`src/rtl/csel_pkg.sv`:
```
// csel_pkg: default widths and segment/payload types for the carry-select subtractor.
// CSEL_SUB_OVF_EN adds the operand sign bits to the stage-1 payload.
package csel_pkg;
   localparam int CSEL_W    = 25;
   localparam int CSEL_LO_W = 12;
   localparam int CSEL_HI_W = CSEL_W - CSEL_LO_W;
   typedef struct packed {
      logic                 carry;
      logic [CSEL_LO_W-1:0] sum;
   } lo_seg_t;
   typedef struct packed {
      logic                 carry;
      logic [CSEL_HI_W-1:0] sum;
   } hi_seg_t;
   typedef struct packed {
      lo_seg_t lo_sum;
      hi_seg_t hi0;
      hi_seg_t hi1;
`ifdef CSEL_SUB_OVF_EN
      logic    x_sign;
      logic    y_sign;
`endif
   } s1_payload_t;
endpackage

```
`src/rtl/csel_sum_pair.sv`:
```
// csel_sum_pair: one carry-select segment, {carry,sum} of a + b_n for cin=0 and cin=1.
module csel_sum_pair
   import csel_pkg::*;
#(
   parameter int N = CSEL_HI_W
) (
   input  logic [N-1:0] a,
   input  logic [N-1:0] b_n,
   output logic [N:0]   sum0,
   output logic [N:0]   sum1
);
   always_comb begin
      sum0 = {1'b0, a} + {1'b0, b_n};
      sum1 = {1'b0, a} + {1'b0, b_n} + (N+1)'(1);
   end
endmodule

```
`src/rtl/csel_pipe_subtractor.sv`:
```
// csel_pipe_subtractor: two-stage valid/ready pipelined D = X - Y via carry-select X + ~Y + 1.
// Define CSEL_SUB_OVF_EN to add the registered signed-overflow output ovf.
module csel_pipe_subtractor
   import csel_pkg::*;
#(
   parameter int W    = CSEL_W,
   parameter int LO_W = CSEL_LO_W
) (
   input  logic         clk,
   input  logic         rst_n,
   input  logic         in_valid,
   output logic         in_ready,
   input  logic [W-1:0] x,
   input  logic [W-1:0] y,
   output logic         out_valid,
   input  logic         out_ready,
   output logic [W-1:0] diff,
   output logic         borrow
`ifdef CSEL_SUB_OVF_EN
   ,
   output logic         ovf
`endif
);
   localparam int HI_W = W - LO_W;
   // Local copies of the package types, sized by this instance's parameters
   typedef struct packed {
      logic            carry;
      logic [LO_W-1:0] sum;
   } lo_t;
   typedef struct packed {
      logic            carry;
      logic [HI_W-1:0] sum;
   } hi_t;
   typedef struct packed {
      lo_t  lo_sum;
      hi_t  hi0;
      hi_t  hi1;
`ifdef CSEL_SUB_OVF_EN
      logic x_sign;
      logic y_sign;
`endif
   } s1_t;
   s1_t          s1_q, s1_d;
   logic         s1_valid_q, s1_valid_d;
   logic         out_valid_q, out_valid_d;
   logic [W-1:0] diff_q, diff_d;
   logic         borrow_q, borrow_d;
   logic         s2_adv, s1_adv, accept;
   hi_t          hi0, hi1, hi_sel;
`ifdef CSEL_SUB_OVF_EN
   logic         ovf_q, ovf_d;
`endif
   csel_sum_pair #(.N(HI_W)) u_hi (
      .a    (x[W-1:LO_W]),
      .b_n  (~y[W-1:LO_W]),
      .sum0 (hi0),
      .sum1 (hi1)
   );
   always_comb begin
      s2_adv      = ~out_valid_q | out_ready;
      s1_adv      = s1_valid_q & s2_adv;
      in_ready    = ~s1_valid_q | s2_adv;
      accept      = in_valid & in_ready;
      s1_d        = s1_q;
      if (accept) begin
         s1_d.lo_sum = {1'b0, x[LO_W-1:0]} + {1'b0, ~y[LO_W-1:0]} + (LO_W+1)'(1);
         s1_d.hi0    = hi0;
         s1_d.hi1    = hi1;
`ifdef CSEL_SUB_OVF_EN
         s1_d.x_sign = x[W-1];
         s1_d.y_sign = y[W-1];
`endif
      end
      s1_valid_d  = accept | (s1_valid_q & ~s2_adv);
      out_valid_d = s2_adv ? s1_valid_q : out_valid_q;
      hi_sel      = s1_q.lo_sum.carry ? s1_q.hi1 : s1_q.hi0;
      diff_d      = s1_adv ? {hi_sel.sum, s1_q.lo_sum.sum} : diff_q;
      borrow_d    = s1_adv ? ~hi_sel.carry : borrow_q;
`ifdef CSEL_SUB_OVF_EN
      ovf_d       = s1_adv ? (s1_q.x_sign ^ s1_q.y_sign) & (hi_sel.sum[HI_W-1] ^ s1_q.x_sign) : ovf_q;
`endif
   end
   always_ff @(posedge clk) begin
      if (!rst_n) begin
         s1_q        <= '0;
         s1_valid_q  <= 1'b0;
         out_valid_q <= 1'b0;
         diff_q      <= '0;
         borrow_q    <= 1'b0;
`ifdef CSEL_SUB_OVF_EN
         ovf_q       <= 1'b0;
`endif
      end else begin
         s1_q        <= s1_d;
         s1_valid_q  <= s1_valid_d;
         out_valid_q <= out_valid_d;
         diff_q      <= diff_d;
         borrow_q    <= borrow_d;
`ifdef CSEL_SUB_OVF_EN
         ovf_q       <= ovf_d;
`endif
      end
   end
   assign out_valid = out_valid_q;
   assign diff      = diff_q;
   assign borrow    = borrow_q;
`ifdef CSEL_SUB_OVF_EN
   assign ovf       = ovf_q;
`endif
endmodule

```
`config.mk`:
```
export PLATFORM = sky130hd
export DESIGN_NAME = csel_pipe_subtractor
export DESIGN_NICKNAME = d
export VERILOG_FILES = /design/src/rtl/csel_pkg.sv /design/src/rtl/csel_sum_pair.sv /design/src/rtl/csel_pipe_subtractor.sv
export SDC_FILE = /design/constraint.sdc
export NUM_CORES = 1
export LEC_CHECK = 0
export ABC_AREA = 1
export ABC_CLOCK_PERIOD_IN_PS = 2300
export BUFFER_PORTS_ARGS = -buffer_cell sky130_fd_sc_hd__buf_2
export CAP_MARGIN = 20
export CELL_PAD_IN_SITES_DETAIL_PLACEMENT = 1
export CELL_PAD_IN_SITES_GLOBAL_PLACEMENT = 2
export CORE_ASPECT_RATIO = 0.9
export CORE_UTILIZATION = 30
export DETAILED_ROUTE_END_ITERATION = 8
export GPL_ROUTABILITY_DRIVEN = 0
export GPL_TIMING_DRIVEN = 0
export MAX_ROUTING_LAYER = met4
export PLACE_DENSITY = 0.91
export SETUP_SLACK_MARGIN = 0.05
export SLEW_MARGIN = 5
export SYNTH_ARGS = -nofsm -noshare
export SYNTH_HDL_FRONTEND = slang
export SYNTH_SLANG_ARGS = --single-unit
```
`constraint.sdc`:
```
create_clock -name clk -period 2.3 [get_ports clk]
set_input_delay 0.115 -clock clk [delete_from_list [all_inputs] [get_ports clk]]
set_output_delay 0.115 -clock clk [all_outputs]
set_load 0.05 [all_outputs]
```
==> impl_results.rst <==
.. list-table::
   :header-rows: 1

   * - Metric
     - Value
   * - # H-tree levels
     - 3
   * - Clock sinks
     - 69
   * - Initial antenna violation count
     - 0
   * - Time the final worst path needs with I/O delays and setup
     - 2000 ps
   * - Most frequent cells in the layout
     - 127 x inv_1, 121 x nand2_1, 83 x buf_2
   * - Worst Tran Pin Value
     - 647 ps
   * - Root buffer selected by CTS
     - clkbuf_16
   * - Power density normalized to cell area
     - 683 nW/um^2
   * - Area added between synthesis and finish
     - 21.3%
   * - Top_reg_cell synth
     - dfxtp_1
   * - Netlist area before placement
     - 4380 sq um
   * - Run status
     - finished clean
   * - Layout Nets
     - 848
   * - Design area
     - 5320 sq um
   * - Die area
     - 15,100 sq um
   * - Number of flops mapped to enable cells by yosys
     - 0
   * - Global-route wire length before repair
     - 22.3 mm
   * - Maxcap violations
     - 0
   * - Share of synthesized flip-flops with an asynchronous set or reset
     - 0%
   * - Final setup TNS
     - 0 ps
   * - Input/output buffers
     - 81
   * - Width of the die
     - 129 um
   * - Maximum operating frequency
     - 501 MHz
   * - Share of layout cells above drive strength 1
     - 16.6%
   * - Setup crit start kind
     - input port
   * - IO Count
     - 82
   * - VDD IR max
     - 448 uV
   * - Unrepaired setup endpoints after global routing
     - false
   * - Setup-violating endpoint count in the final report
     - 0
   * - DP HPWL
     - 10.8 mm
   * - Filler instances
     - 1,905
   * - Skew-Pair Late Insertion Delay
     - 340 ps
   * - Largest net degree at the start of global routing
     - 14
   * - CTS clk-pin slew, worst paths
     - 60 ps
   * - Placed cell areas
     - 5030 sq um
   * - Final hold violation count
     - 0
   * - Pre-Repair DR Iteration Count
     - 5
   * - Clock tree from TritonCTS
     - yes
   * - Post-synthesis cell type count
     - 36
   * - Final wirelength
     - 13.4 mm
   * - Seq cells post-synth
     - 69
   * - Proportion of power drawn by flip-flops and latches
     - 37.0%
   * - Sequential element share of the synthesized area
     - 31.5%
   * - Proportion of power drawn by the clock network
     - 35.2%
   * - Switching power as a share of total power
     - 35.3%
   * - Synth Instances
     - 674
   * - Number of buffers created by CTS
     - 9
   * - Flop-to-flop setup slack
     - 460 ps
   * - Number of nets in the synthesized netlist
     - 756
   * - Power dissipated by switching net loads
     - 1280 uW
   * - Kind of critical path
     - in -> reg
   * - Number of remaining DRC errors
     - 0
   * - Drt first-iter violations
     - 162
   * - Clk_skew
     - 3.78 ps
   * - Most common library cell in the layout ignoring fill and taps
     - inv_1
   * - Worst slew slack as a fraction of its limit
     - 56.8%
   * - Logic pwr share
     - 27.8%
   * - Leakage power summed over all cells
     - 0.00282 uW
   * - Required time at the worst-slack endpoint
     - 2550 ps
   * - Number of warning messages in the yosys log
     - 0
   * - Mean routed wirelength per cell
     - 13.9 um
   * - Endpoint kind of the worst setup timing path
     - flip-flop
   * - Final period utilization
     - 86.7%
   * - Count of standard-cell rows
     - 41
   * - Antenna Nets Post-Route
     - 0
   * - Number of diodes
     - 0
   * - Effective utilization at floorplan
     - 30.9%
   * - Congestion Overflow GR
     - 0
   * - Tot Pwr
     - 3630 uW
   * - Synthesized area divided by synthesized cell count
     - 6.50 sq um
   * - Total count of max-transition violations in the final report
     - 0
   * - Class of the tightest hold or removal check
     - in -> reg
   * - Final-layout worst hold slack
     - 36.2 ps
   * - Vertical extent of the die
     - 117 um
   * - Data arrival at the endpoint of the critical path
     - 2250 ps
   * - GRT Total Usage
     - 19.5%
   * - Max FO, Critical Path
     - 5
   * - CTS max path bufs
     - 2
   * - Total number of vias
     - 4,610
   * - Core ar.
     - 14,200 sq um
   * - Vias in the first global route
     - 4,670
   * - Cell Int Power
     - 2350 uW
   * - Avg Vias per Cell
     - 4.78
   * - Number of buffers added to fix hold violations after cts
     - 0
Yosys cell counts (5+ instances only):
| cell | instances | share of area [%] |
|---|---|---|
| inv_1 | 128 | 11 |
| inv_2 | 5 | 0.43 |
| clkbuf_1 | 19 | 1.6 |
| nand2_1 | 121 | 10 |
| nand4_1 | 7 | 1.0 |
| nor2_1 | 66 | 5.7 |
| xor2_1 | 8 | 1.6 |
| dfxtp_1 | 69 | 32 |
| a21oi_1 | 80 | 9.1 |
| nand2_2 | 8 | 1.1 |
| nand3_1 | 34 | 3.9 |
| o21ai_0 | 62 | 7.1 |
| xnor2_1 | 5 | 1.0 |
| ha_1 | 26 | 7.4 |
power groups by stage:
stage | logic [uW] | registers, uW | clock network (uW)
detailed placement | 1010 | 1370 | 0
floorplan | 610 | 1480 | 0
global placement | 968 | 1370 | 0
finish | 1010 | 1350 | 1280
CTS | 1010 | 1350 | 1290
global route | 1140 | 1360 | 1350
metal layers:
| metal | part of all wire, % | up-vias | GRT usage [%] | routed length [um] |
|---|---|---|---|---|
| li1 | - | 2330 | - | - |
| met1 | 49 | 2201 | 24.9 | 6600 |
| met2 | 47 | 68 | 32.2 | 6290 |
| met3 | 3.4 | 11 | 3.80 | 456 |
| met4 | 0.71 | 0 | 3.37 | 96 |
| met5 | 0 | - | - | 0 |
state kept, by name, summed over array words and instances (netlist names):
register	flops
s1_q	41
out_valid	1
borrow	1
diff	25
s1_valid_q	1
critical path: stages:
cell,delay [ps]
buf_2,90
inv_1,60
ha_2,210
inv_1,60
fa_2,450
inv_2,90
ha_1,180
inv_1,50
nor2_1,90
nand2_1,90
nor2_2,170
nand3_2,110
nor2_4,160
nand3_1,100
a31oi_1,210
repair_timing:
| action | in CTS | in global routing |
|---|---|---|
| endpoints found under the setup margin | 0 | 3 |
| buffers inserted | 0 | 0 |
| resized for setup | 0 | 3 |
cell families (layout without fill, tap and decap cells):
group,after synthesis,in the layout,synth area share [%]
fa+ha+maj,28,28,8.34
buf+inv,157,254,13.7
xor+xnor,13,13,2.60
simple gates,249,249,25.1
flops,69,69,31.5
compound gates,158,158,18.8
final timing paths:
path / endpoint / start / depth (start not counted)
worst min register to register: s1_q[15] / s1_q[15] / 2
worst max register to register: diff[20] / out_valid / 6
worst min-delay path: s1_valid_q / in_valid / 3
worst max-delay path: s1_q[10] / y[12] / 15
layout make-up:
type | count | area (sq um) | area share, %
Multi-Input combinational cell | 448 | 2410 | 45.4
Sequential cell | 69 | 1380 | 26.0
Inverter | 134 | 503 | 9.46
Timing Repair Buffer | 81 | 405 | 7.63
Tap cell | 193 | 241 | 4.54
Clock buffer | 9 | 225 | 4.24
Buffer | 23 | 96.3 | 1.81
Clock inverter | 7 | 51.3 | 0.965
per-stage QoR:
stage / cells / utilization, % / setup slack (ps)
global route: 964 / 37.5 / 91.4
finish: 964 / 37.5 / 305
detailed placement: 948 / 35.6 / -137
CTS: 964 / 37.5 / 226
floorplan: 674 / - / 176
global placement: 948 / 35.6 / -106
Power figures use the tool's default switching activity.
